$ cat src/rtl/proc_sequencer_pkg.sv
// Shared definitions for the instruction sequencer: FSM states, opcodes and
// the instruction word field layout.
package proc_sequencer_pkg;

  localparam int INSTR_W = 16;

  // Instruction word layout: [15:14] F, [13:12] Rx, [11:10] Ry, [9:8] reserved, [7:0] imm
  localparam int F_LSB   = 14;
  localparam int RX_LSB  = 12;
  localparam int RY_LSB  = 10;
  localparam int RSV_LSB = 8;
  localparam int IMM_LSB = 0;

  localparam logic [1:0] OP_MVI = 2'b00;
  localparam logic [1:0] OP_MV  = 2'b01;
  localparam logic [1:0] OP_ADD = 2'b10;
  localparam logic [1:0] OP_SUB = 2'b11;

  typedef enum logic [2:0] {
    ST_IDLE  = 3'd0,
    ST_ISSUE = 3'd1,
    ST_WAIT  = 3'd2,
    ST_HALT  = 3'd3,
    ST_ERR   = 3'd4
  } state_t;

endpackage

$ cat src/rtl/proc_sequencer_prog_mem.sv
// Program store: DEPTH x 16 register array, synchronous write, asynchronous read.
// Contents are deliberately not reset.
module prog_mem
  import proc_sequencer_pkg::*;
#(
  parameter int DEPTH = 16,
  parameter int AW    = 4
) (
  input  logic               clk,
  input  logic               we,
  input  logic [AW-1:0]      waddr,
  input  logic [INSTR_W-1:0] wdata,
  input  logic [AW-1:0]      raddr,
  output logic [INSTR_W-1:0] rdata
);

  logic [INSTR_W-1:0] mem_q [DEPTH];

  always_ff @(posedge clk) begin
    if (we) begin
      mem_q[waddr] <= wdata;
    end
  end

  assign rdata = mem_q[raddr];

endmodule

$ cat src/rtl/proc_sequencer.sv
// Instruction issuer for the 8-bit bus processor: steps through program memory,
// presenting one instruction per w pulse and waiting for Done before the next.
module proc_sequencer
  import proc_sequencer_pkg::*;
#(
  parameter int DEPTH   = 16,
  parameter int AW      = 4,
  parameter int TIMEOUT = 15
) (
  input  logic          Clock,
  input  logic          Resetn,
  input  logic          LdEn,
  input  logic [AW-1:0] LdAddr,
  input  logic [15:0]   LdData,
  input  logic          Start,
  input  logic [AW:0]   Len,
  input  logic          Done,
  output logic          w,
  output logic [1:0]    F,
  output logic [1:0]    Rx,
  output logic [1:0]    Ry,
  output logic [7:0]    Data,
  output logic          Busy,
  output logic          Halted,
  output logic          Error,
  output logic [AW-1:0] PC,
  output logic [2:0]    dbg_state
);

  // Handshake: w is high for exactly one cycle per instruction; F/Rx/Ry/Data stay
  // stable from that cycle until Done is seen in WAIT. Done outside WAIT is ignored.

  localparam int          CW      = $clog2(TIMEOUT + 1);
  localparam logic [AW:0] DEPTH_L = (AW+1)'(DEPTH);
  localparam logic [CW-1:0] TO_LAST = CW'(TIMEOUT - 1);

  state_t        state_q, state_d;
  logic          w_q, w_d;
  logic [1:0]    f_q, f_d, rx_q, rx_d, ry_q, ry_d;
  logic [7:0]    data_q, data_d;
  logic          busy_q, busy_d;
  logic          halted_q, halted_d;
  logic          error_q, error_d;
  logic [AW-1:0] pc_q, pc_d;
  logic [AW:0]   len_q, len_d;
  logic [CW-1:0] cnt_q, cnt_d;

  logic [AW-1:0] rd_addr;
  logic [15:0]   rd_data;
  logic [AW:0]   len_clamp;
  logic          last_instr;
  logic          unused_rsvd;

  prog_mem #(.DEPTH(DEPTH), .AW(AW)) u_mem (
    .clk   (Clock),
    .we    (LdEn && !busy_q),
    .waddr (LdAddr),
    .wdata (LdData),
    .raddr (rd_addr),
    .rdata (rd_data)
  );

  // The only reads are the first word at Start and the next word on Done.
  assign rd_addr     = (state_q == ST_WAIT) ? pc_q + AW'(1) : '0;
  assign len_clamp   = (Len > DEPTH_L) ? DEPTH_L : Len;
  assign last_instr  = ({1'b0, pc_q} == len_q - (AW+1)'(1));
  assign unused_rsvd = ^rd_data[RSV_LSB +: 2];

  always_comb begin
    state_d  = state_q;
    w_d      = 1'b0;
    f_d      = f_q;
    rx_d     = rx_q;
    ry_d     = ry_q;
    data_d   = data_q;
    busy_d   = busy_q;
    halted_d = halted_q;
    error_d  = error_q;
    pc_d     = pc_q;
    len_d    = len_q;
    cnt_d    = cnt_q;
    case (state_q)
      ST_IDLE, ST_HALT, ST_ERR: begin
        if (Start) begin
          halted_d = 1'b0;
          error_d  = 1'b0;
          if (Len == '0) begin
            state_d  = ST_HALT;
            halted_d = 1'b1;
          end else begin
            state_d = ST_ISSUE;
            len_d   = len_clamp;
            pc_d    = '0;
            w_d     = 1'b1;
            busy_d  = 1'b1;
            cnt_d   = '0;
            f_d     = rd_data[F_LSB +: 2];
            rx_d    = rd_data[RX_LSB +: 2];
            ry_d    = rd_data[RY_LSB +: 2];
            data_d  = rd_data[IMM_LSB +: 8];
          end
        end
      end
      ST_ISSUE: begin
        state_d = ST_WAIT;
        cnt_d   = '0;
      end
      ST_WAIT: begin
        // Done has priority over a timeout landing in the same cycle.
        if (Done) begin
          if (last_instr) begin
            state_d  = ST_HALT;
            busy_d   = 1'b0;
            halted_d = 1'b1;
          end else begin
            state_d = ST_ISSUE;
            pc_d    = pc_q + AW'(1);
            w_d     = 1'b1;
            cnt_d   = '0;
            f_d     = rd_data[F_LSB +: 2];
            rx_d    = rd_data[RX_LSB +: 2];
            ry_d    = rd_data[RY_LSB +: 2];
            data_d  = rd_data[IMM_LSB +: 8];
          end
        end else if (cnt_q == TO_LAST) begin
          state_d = ST_ERR;
          busy_d  = 1'b0;
          error_d = 1'b1;
        end else begin
          cnt_d = cnt_q + CW'(1);
        end
      end
      default: begin
        state_d = ST_IDLE;
        busy_d  = 1'b0;
      end
    endcase
  end

  always_ff @(posedge Clock or negedge Resetn) begin
    if (!Resetn) begin
      state_q  <= ST_IDLE;
      w_q      <= 1'b0;
      f_q      <= '0;
      rx_q     <= '0;
      ry_q     <= '0;
      data_q   <= '0;
      busy_q   <= 1'b0;
      halted_q <= 1'b0;
      error_q  <= 1'b0;
      pc_q     <= '0;
      len_q    <= '0;
      cnt_q    <= '0;
    end else begin
      state_q  <= state_d;
      w_q      <= w_d;
      f_q      <= f_d;
      rx_q     <= rx_d;
      ry_q     <= ry_d;
      data_q   <= data_d;
      busy_q   <= busy_d;
      halted_q <= halted_d;
      error_q  <= error_d;
      pc_q     <= pc_d;
      len_q    <= len_d;
      cnt_q    <= cnt_d;
    end
  end

  assign w         = w_q;
  assign F         = f_q;
  assign Rx        = rx_q;
  assign Ry        = ry_q;
  assign Data      = data_q;
  assign Busy      = busy_q;
  assign Halted    = halted_q;
  assign Error     = error_q;
  assign PC        = pc_q;
  assign dbg_state = state_q;

endmodule

$ cat config.mk
export PLATFORM = sky130hd
export DESIGN_NAME = proc_sequencer
export DESIGN_NICKNAME = d
export VERILOG_FILES = /design/src/rtl/proc_sequencer_pkg.sv /design/src/rtl/proc_sequencer_prog_mem.sv /design/src/rtl/proc_sequencer.sv
export SDC_FILE = /design/constraint.sdc
export NUM_CORES = 1
export LEC_CHECK = 0
export BUFFER_PORTS_ARGS = -buffer_cell sky130_fd_sc_hd__buf_4
export CELL_PAD_IN_SITES_DETAIL_PLACEMENT = 0
export CELL_PAD_IN_SITES_GLOBAL_PLACEMENT = 1
export CORE_ASPECT_RATIO = 1.25
export CORE_MARGIN = 2
export CORE_UTILIZATION = 54
export CTS_CLUSTER_SIZE = 16
export DETAILED_ROUTE_END_ITERATION = 7
export GPL_TIMING_DRIVEN = 0
export MAX_ROUTING_LAYER = met4
export PLACE_DENSITY = 0.91
export SYNTH_ARGS = -nofsm -noshare
export SYNTH_HDL_FRONTEND = slang
export SYNTH_HIERARCHICAL = 1
export SYNTH_SLANG_ARGS = --single-unit
$ cat constraint.sdc
create_clock -name Clock -period 3.5 [get_ports Clock]
set_input_delay 0.175 -clock Clock [delete_from_list [all_inputs] [get_ports Clock]]
set_output_delay 0.175 -clock Clock [all_outputs]
set_load 0.02 [all_outputs]
==> results of run 1 <==
-- power by group through the flow --
stage	Clock [mW]	Combinational, mW	Sequential [mW]
2_1_floorplan	0	1.43	3.88
3_3_place_gp	0	2.14	3.74
3_5_place_dp	0	2.22	3.76
4_1_cts	2.67	2.26	3.70
5_1_grt	2.78	2.40	3.72
6_report	2.63	2.25	3.70
-- per-layer routing --
metal,up-vias,track usage [%]
met3,60,3.36
met4,0,8.42
met2,284,40.1
li1,2326,-
met5,-,-
met1,2779,29.1
-- state kept, by name, indices dropped and copies added (netlist names) --
signal,flops
Rx,2
cnt_q,4
dbg_state,3
Busy,1
Halted,1
w,1
u_mem/mem_q,224
Ry,2
len_q,5
Error,1
Data,8
F,2
PC,4
-- metrics by stage --
step           cell area, um2  total power [mW]  utilization, %
6_report                12100              8.58            64.5
5_1_grt                 12100              8.91            64.5
4_1_cts                 12100              8.63            64.5
3_5_place_dp            11100              5.98            59.1
3_3_place_gp            11000              5.88            58.6
2_1_floorplan           10300              5.31               -
-- cell type report --
cell class | count | share of cell area, %
inverters | 6 | 0.187
repair buffers | 79 | 5.45
well taps | 232 | 2.40
clock buffers | 28 | 5.27
multi-input cells | 230 | 21.3
clock inverters | 15 | 1.34
flip-flops and latches | 258 | 62.8
plain buffers | 25 | 1.30
-- worst reg2reg max path, stage by stage (launching register included) --
cell     delay, ps
dfrtp_1        380
buf_2          180
or3b_2         520
nor2_1         170
buf_6          200
buf_6          190
mux4_1         570
a22oi_1        380
nand2_1        130
mux2_2         280
-- worst paths after layout --
kind	endpoint	slack, ps	cells after the start	start
worst min register to register	Rx[1]$_DFFE_PN0P_	510	1	Rx[1]$_DFFE_PN0P_
max in group asynchronous	Data[5]$_DFFE_PN0P_	2990	2	Resetn
min in group asynchronous	Error$_DFFE_PN0P_	150	2	Resetn
worst min-delay path	u_mem/mem_q[0][10]$_DFFE_PP_	10	1	LdData[10]
worst max register to register	Ry[0]$_DFFE_PN0P_	370	9	dbg_state[0]$_DFFE_PN0P_
worst max-delay path	Ry[0]$_DFFE_PN0P_	370	9	dbg_state[0]$_DFFE_PN0P_
-- cells in the final DEF, fill, tap and decap left out, types with 4 or more instances in the layout --
cell type      count
nor2_1            15
dfrtp_1           34
dlygate4sd3_1     20
xor2_1             4
a22oi_1           28
clkinv_2           5
inv_1              6
buf_4             60
mux2_4             8
clkbuf_16         25
mux4_1             9
mux4_2            47
xnor2_1            4
nor3_2             4
nor2_2             9
clkbuf_1          10
nand3b_1           7
nor2b_1            4
o21ai_0            5
edfxtp_1         224
nand3_1            4
buf_6              9
ha_1               4
nand2_1           29
clkinvlp_4         4
mux2_2             9
nand2b_1           4
-- timing repair --
action | 4_1_cts | 5_1_grt
setup endpoints to repair | 0 | 9
hold endpoints to repair | 230 | 0
hold buffers | 20 | 0
gates resized for setup | 0 | 4
==> run metrics, run 1 <==
outcome=finished clean; CTS tree=done; initial DRC count=489; Worst-Skew Late Latency=510 ps; final hold violations=0; die area=20200 um2; routed wl met2=11700 um; Post-Layout Cell Count=873; layout cells sized above 1=31.4%; number of clock sinks=258; WL per Instance=25.6 um; Slew Viols, Final=0; largest net degree at the start of global routing=35; crit path kind=flop to flop; # IOs=55; Die W=127 um; metal3 WL=1750 um; f_max=320 MHz; setup TNS=0 ps; via-per-instance ratio=6.24; dpl ws=182 ps; nature of the critical path startpoint=flop; Leak=4.11 nW; Setup crit end kind=flop; RSZ-0062 raised after global routing=false; GR Util All Layers=23.5%; Max Cap Viol=0; ANT nets after route=0; via count=5449; Buf/Inv on CP=3; NetSw=2.40 mW; crit path DAT=3520 ps; Syn Inst Count=519; placed cells=810; area growth from synthesis to layout=17.5%; root buffer cell=clkbuf_16; gr ovfl total=0; Synthesized Nets=553; final worst setup slack=372 ps; CTS Buffer Depth=3; Ys Warns=6; global placer's final weighted congestion=0.835; # fillers=1212; vias in the first global route=5752; CP max FO=10; clock transition at the registers of the reported paths=70 ps; Setup-failing EPs final=0; Post-CTS Setup Repair Bufs=0; DRT met1 WL=8050 um; slowest stage cell, crit path=mux4_1; Clock Skews=8.70 ps; CTS H-Tree Depth=1; num rows=56; Sw Share=28.0%; worst vdd ir=0.594 mV; dpl hpwl=14200 um; drt total wl=22300 um; Combinational Power Share=26.2%; Max stage delay on crit path=560 ps; pwr dens=711 nW/um2; die height=158 um; initial core utilization=54.9%; Worst EP required=3900 ps; Tightest Hold Check Type=primary input to flop; port bufs=52; Avg Cell Area, Syn=19.8 um2; first-pass GRT wire length=33800 um; Internal=6.18 mW; post-layout minimum cycle time=3130 ps; Reg area=7580 um2; router iterations before antenna repair=5; Core Footprint=18700 um2; Layout Nets=659; Top Layer Used=met4; crit-path cells=buf_2 -> or3b_2 -> nor2_1 -> buf_6 -> buf_6 -> mux4_1 -> a22oi_1 -> nand2_1 -> mux2_2; DRC violations left=0; Final period util=89.4%; Worst Max-Slew Pin Slew=1080 ps; area of the mapped netlist=10300 um2; Rel. slew slack=27.9%; initial antenna violation count=0; WHS=10.2 ps; Antenna diodes=0; most used cell, CP=buf_6; part of the power in the clock network=30.7%; cell family with the largest share of critical-path delay=multiplexers; CTS Buf Count=25; sequential power share=43.1%; area occupied by multi-input gates=2570 um2
No activity file was read; power rests on OpenSTA's default activity.
==> run 2, diff against run 1 <==
Settings changed: MAX_ROUTING_LAYER met4 to unset.
==> run 2 against run 1 <==
Maximum frequency shrank 6.5%. Global-route usage decreased by 0.71 points. Via count down 0.31%. Hold slack improved by 4.5 ps. Final area hardly changed. Largest cell class unchanged. Highest routed layer unchanged.
==> run metrics, run 2 (synthesis gave the netlist of run 1 again) <==
post-layout minimum cycle time=3350 ps; Clock Skews=6.90 ps; gr ovfl total=0; outcome=finished clean; crit path kind=flop to flop; FF-to-FF setup slack=150 ps; Slew Viols, Final=0; CP max FO=10; Die W=127 um; initial core utilization=54.9%; finished layout cell area=12100 um2; most frequent cells in the layout=edfxtp_1 (224), buf_4 (60), mux4_2 (47); WL per Instance=25.5 um; Setup-failing EPs final=0; largest net degree at the start of global routing=35; initial antenna violation count=0; # fillers=1212; Layout Nets=659; area growth from synthesis to layout=17.4%; global placer's final weighted congestion=0.822; Total Power Consumption=8.58 mW; RSZ-0062 raised after global routing=false; Worst EP required=3900 ps; Post-DP Area=11100 um2; f_max=299 MHz; Worst-Skew Late Latency=520 ps; Rel. slew slack=28.4%; crit path DAT=3740 ps; Final period util=95.6%; drt total wl=22300 um; nature of the critical path startpoint=flop; Tightest Hold Check Type=primary input to flop; max reg flops=224; Worst Max-Slew Pin Slew=1070 ps; CTS tree=done; worst vdd ir=0.593 mV; root buffer cell=clkbuf_16; Setup crit end kind=flop; via-per-instance ratio=6.22; CTS H-Tree Depth=1; most common cell after layout, fill and taps aside=edfxtp_1; layout cells sized above 1=31.2%; worst hold path depth=1; num rows=56; Max Cap Viol=0; die height=158 um; clock transition at the registers of the reported paths=60 ps; die area=20200 um2; setup TNS=0 ps; Post-CTS Setup Repair Bufs=0; area occupied by multi-input gates=2570 um2; CTS Buf Count=25; via count=5432; CTS Buffer Depth=3; # IOs=55; Antenna diodes=0; router iterations before antenna repair=4; Leak=4.11 nW; Reg area=7580 um2; Top reg by flops=u_mem/mem_q; number of clock sinks=258; pwr dens=711 nW/um2; ANT nets after route=0; initial DRC count=494; final hold violations=0; dpl hpwl=14200 um; vias in the first global route=5767; GR Util All Layers=22.8%; FF-to-FF path depth=9; Core Footprint=18700 um2; first-pass GRT wire length=33800 um; port bufs=52; DRC violations left=0
==> run 2: metal layers <==
| layer | GRT usage [%] | routed length [um] |
|---|---|---|
| met5 | 0 | 0 |
| met4 | 8.42 | 806 |
| met3 | 3.39 | 1760 |
| met2 | 40.2 | 11600 |
| met1 | 28.9 | 8070 |
==> run 2: critical path: stages, from the launching register on <==
cell and delay [ps]:
dfrtp_1 380, buf_2 180, nor3b_1 490, and2_1 220, buf_2 280, buf_1 540
mux4_2 410, a22oi_1 320, nand2_1 130, mux2_2 280
==> run 2: worst paths after layout <==
check                                         start                           end
setup / recovery           dbg_state[0]$_DFFE_PN0P_             Rx[0]$_DFFE_PN0P_
hold / removal                           LdData[10]  u_mem/mem_q[5][10]$_DFFE_PP_
setup reg to reg           dbg_state[0]$_DFFE_PN0P_             Rx[0]$_DFFE_PN0P_
hold reg to reg                   Rx[1]$_DFFE_PN0P_             Rx[1]$_DFFE_PN0P_
max in group asynchronous                    Resetn             Ry[0]$_DFFE_PN0P_
min in group asynchronous                    Resetn             Error$_DFFE_PN0P_
==> run 2: power breakdown <==
part           total, mW  switching (mW)  leakage (nW)  internal, mW
Sequential          3.70           0.142          2.45          3.56
Clock               2.63            1.10         0.382          1.53
Combinational       2.25            1.16          1.28          1.09
==> run 2: metrics by stage <==
stage	setup WS (ps)	std cells	hold WS, ps	util [%]
floorplan	791	519	-121	-
global placement	18.5	803	159	58.6
detailed placement	182	810	156	59.1
CTS	120	873	14.5	64.5
global route	8.94	873	16.0	64.5
finish	154	873	14.7	64.5
==> run 2: what timing repair did <==
item / CTS / global route
hold buffers: 20 / 0
endpoints found under the setup margin: 0 / 8
resized for setup: 0 / 3
hold endpoints to repair: 230 / 0
==> run 2: cell type report <==
type,count,share of cell area [%]
plain buffers,25,1.30
clock buffers,28,5.28
clock inverters,15,1.34
inverters,6,0.187
multi-input cells,230,21.3
flip-flops and latches,258,62.8
well taps,232,2.40
repair buffers,79,5.45
==> run 3, diff against run 2 <==
Settings changed: ABC_AREA set to 1, CORE_UTILIZATION 54 to 45, PLACE_DENSITY 0.91 to 0.85.
Clock period 3.5 ns to 3.8 ns, I/O delays scaled along.
==> run 3 against run 2 <==
The flow now finishes with violations (DRC). Wire length increased by 35%. Synthesized cell count rose by 130%. Clock skew rose by 14 ps. Die area up 33%. Sequential share of layout area is 6.5 points lower. Clock power grew 5%. Setup slack better by 890 ps. Register-to-register slack better by 890 ps. Count of clock-buffer cells in the layout increased by 5. Via count grew 52%. Largest cell class unchanged.
==> run metrics, run 3 <==
cell family with the largest share of critical-path delay=simple AND/OR/NAND/NOR gates; clock transition at the registers of the reported paths=60 ps; post-layout minimum cycle time=2750 ps; GR Util All Layers=22.5%; Layout Nets=1302; CTS H-Tree Depth=1; Worst Max-Slew Pin Slew=1360 ps; f_max=363 MHz; Setup-failing EPs final=0; first-pass GRT wire length=45700 um; Max Cap Viol=0; Slew Viols, Final=0; Sw Share=34.6%; die height=183 um; die area=26900 um2; DRC violations left=5; dpl ws=1130 ps; root buffer cell=clkbuf_16; Core Footprint=25200 um2; Antenna diodes=0; dpl hpwl=20300 um; NetSw=3.13 mW; hold-fix buffers at CTS=12; Tightest Hold Check Type=primary input to flop; crit-path cells=ha_1 -> or2_2 -> nand3_1 -> inv_1 -> buf_2 -> inv_1 -> clkbuf_1 -> nand3_1 -> nand3_1 -> nand2_1 -> nand2_1 -> nand2_1; largest net degree at the start of global routing=35; Final period util=72.5%; Setup crit end kind=flop; vias in the first global route=7966; Rel. slew slack=8.77%; sequential power share=37.6%; Leak=6.02 nW; area growth from synthesis to layout=16.9%; initial core utilization=45.7%; ANT nets after route=0; nature of the critical path startpoint=flop; Syn Inst Count=1170; Gates resized, CTS repair=0; Total Power Consumption=9.05 mW; Top reg by flops=u_mem/mem_q; initial DRC count=832; port bufs=52; WL per Instance=18.6 um; Worst EP required=4220 ps; global placer's final weighted congestion=0.888; outcome=finished with violations; failing checks=DRC; part of the power in the clock network=30.5%; most frequent cells in the layout=nand2_1 (395), edfxtp_1 (224), inv_1 (199); final hold violations=0; WHS=8.32 ps; Post-CTS Setup Repair Bufs=0; pwr dens=672 nW/um2; critical path depth in cells=12; Avg Cell Area, Syn=9.85 um2; final worst setup slack=1050 ps; worst vdd ir=0.400 mV; crit path DAT=3180 ps; finished layout cell area=13500 um2; gr ovfl total=0; fin util=53.4%; Max stage delay on crit path=470 ps; CTS Buf Count=27; Die W=147 um; initial antenna violation count=0; layout cells sized above 1=13.3%; slowest stage cell, crit path=dfrtp_1; Post-Layout Cell Count=1624; Clock Skews=21.4 ps; Buf/Inv on CP=4; CTS tree=done; area of the mapped netlist=11500 um2; num rows=65; Worst-Skew Late Latency=540 ps; Combinational Power Share=31.9%; RSZ-0062 raised after global routing=false; drt total wl=30100 um; Ys Warns=6; setup TNS=0 ps; CP max FO=9; Post-DP Area=12400 um2; most common cell after layout, fill and taps aside=nand2_1; router iterations before antenna repair=8; number of clock sinks=258; # IOs=55; FF-to-FF path depth=12; Synthesized Nets=1204; via count=8243; Internal=5.92 mW; placed cells=1561; CTS Buffer Depth=3; worst hold path depth=1; via-per-instance ratio=5.08; crit path kind=flop to flop; max reg flops=224
[run 3: final cells by class]
cell class,instances,area [um2]
Sequential cell,258,7580
Inverter,203,767
Clock buffer,33,718
Fill cell,2269,11700
Multi-Input combinational cell,654,2850
Clock inverter,17,219
Buffer,55,344
Tap cell,335,419
Timing Repair Buffer,69,571
[run 3: routing by layer]
layer	wire (um)	vias up	part of all wire, %	global-route usage [%]
li1	-	3927	-	-
met1	12300	3901	41	29.7
met2	14800	365	49	39.0
met3	2230	50	7.4	2.79
met4	814	0	2.7	6.96
met5	0	-	0	0
[run 3: worst paths after layout]
kind / to / from / slack, ps
max: Ry[0]$_DFFE_PN0P_ / PC[0]$_DFFE_PN0P_ / 1050
min: u_mem/mem_q[10][2]$_DFFE_PP_ / LdData[2] / 8
max reg2reg: Ry[0]$_DFFE_PN0P_ / PC[0]$_DFFE_PN0P_ / 1050
min reg2reg: Halted$_DFFE_PN0P_ / Halted$_DFFE_PN0P_ / 480
max in group asynchronous: dbg_state[2]$_DFFE_PN0P_ / Resetn / 3350
min in group asynchronous: Data[0]$_DFFE_PN0P_ / Resetn / 130
[run 3: power by group through the flow]
stage               clock network (mW)  registers [mW]  logic, mW
floorplan                            0            3.55       1.75
global placement                     0            3.45       2.80
detailed placement                   0            3.45       2.84
CTS                               2.80            3.40       2.87
global route                      2.92            3.42       3.18
finish                            2.76            3.40       2.89
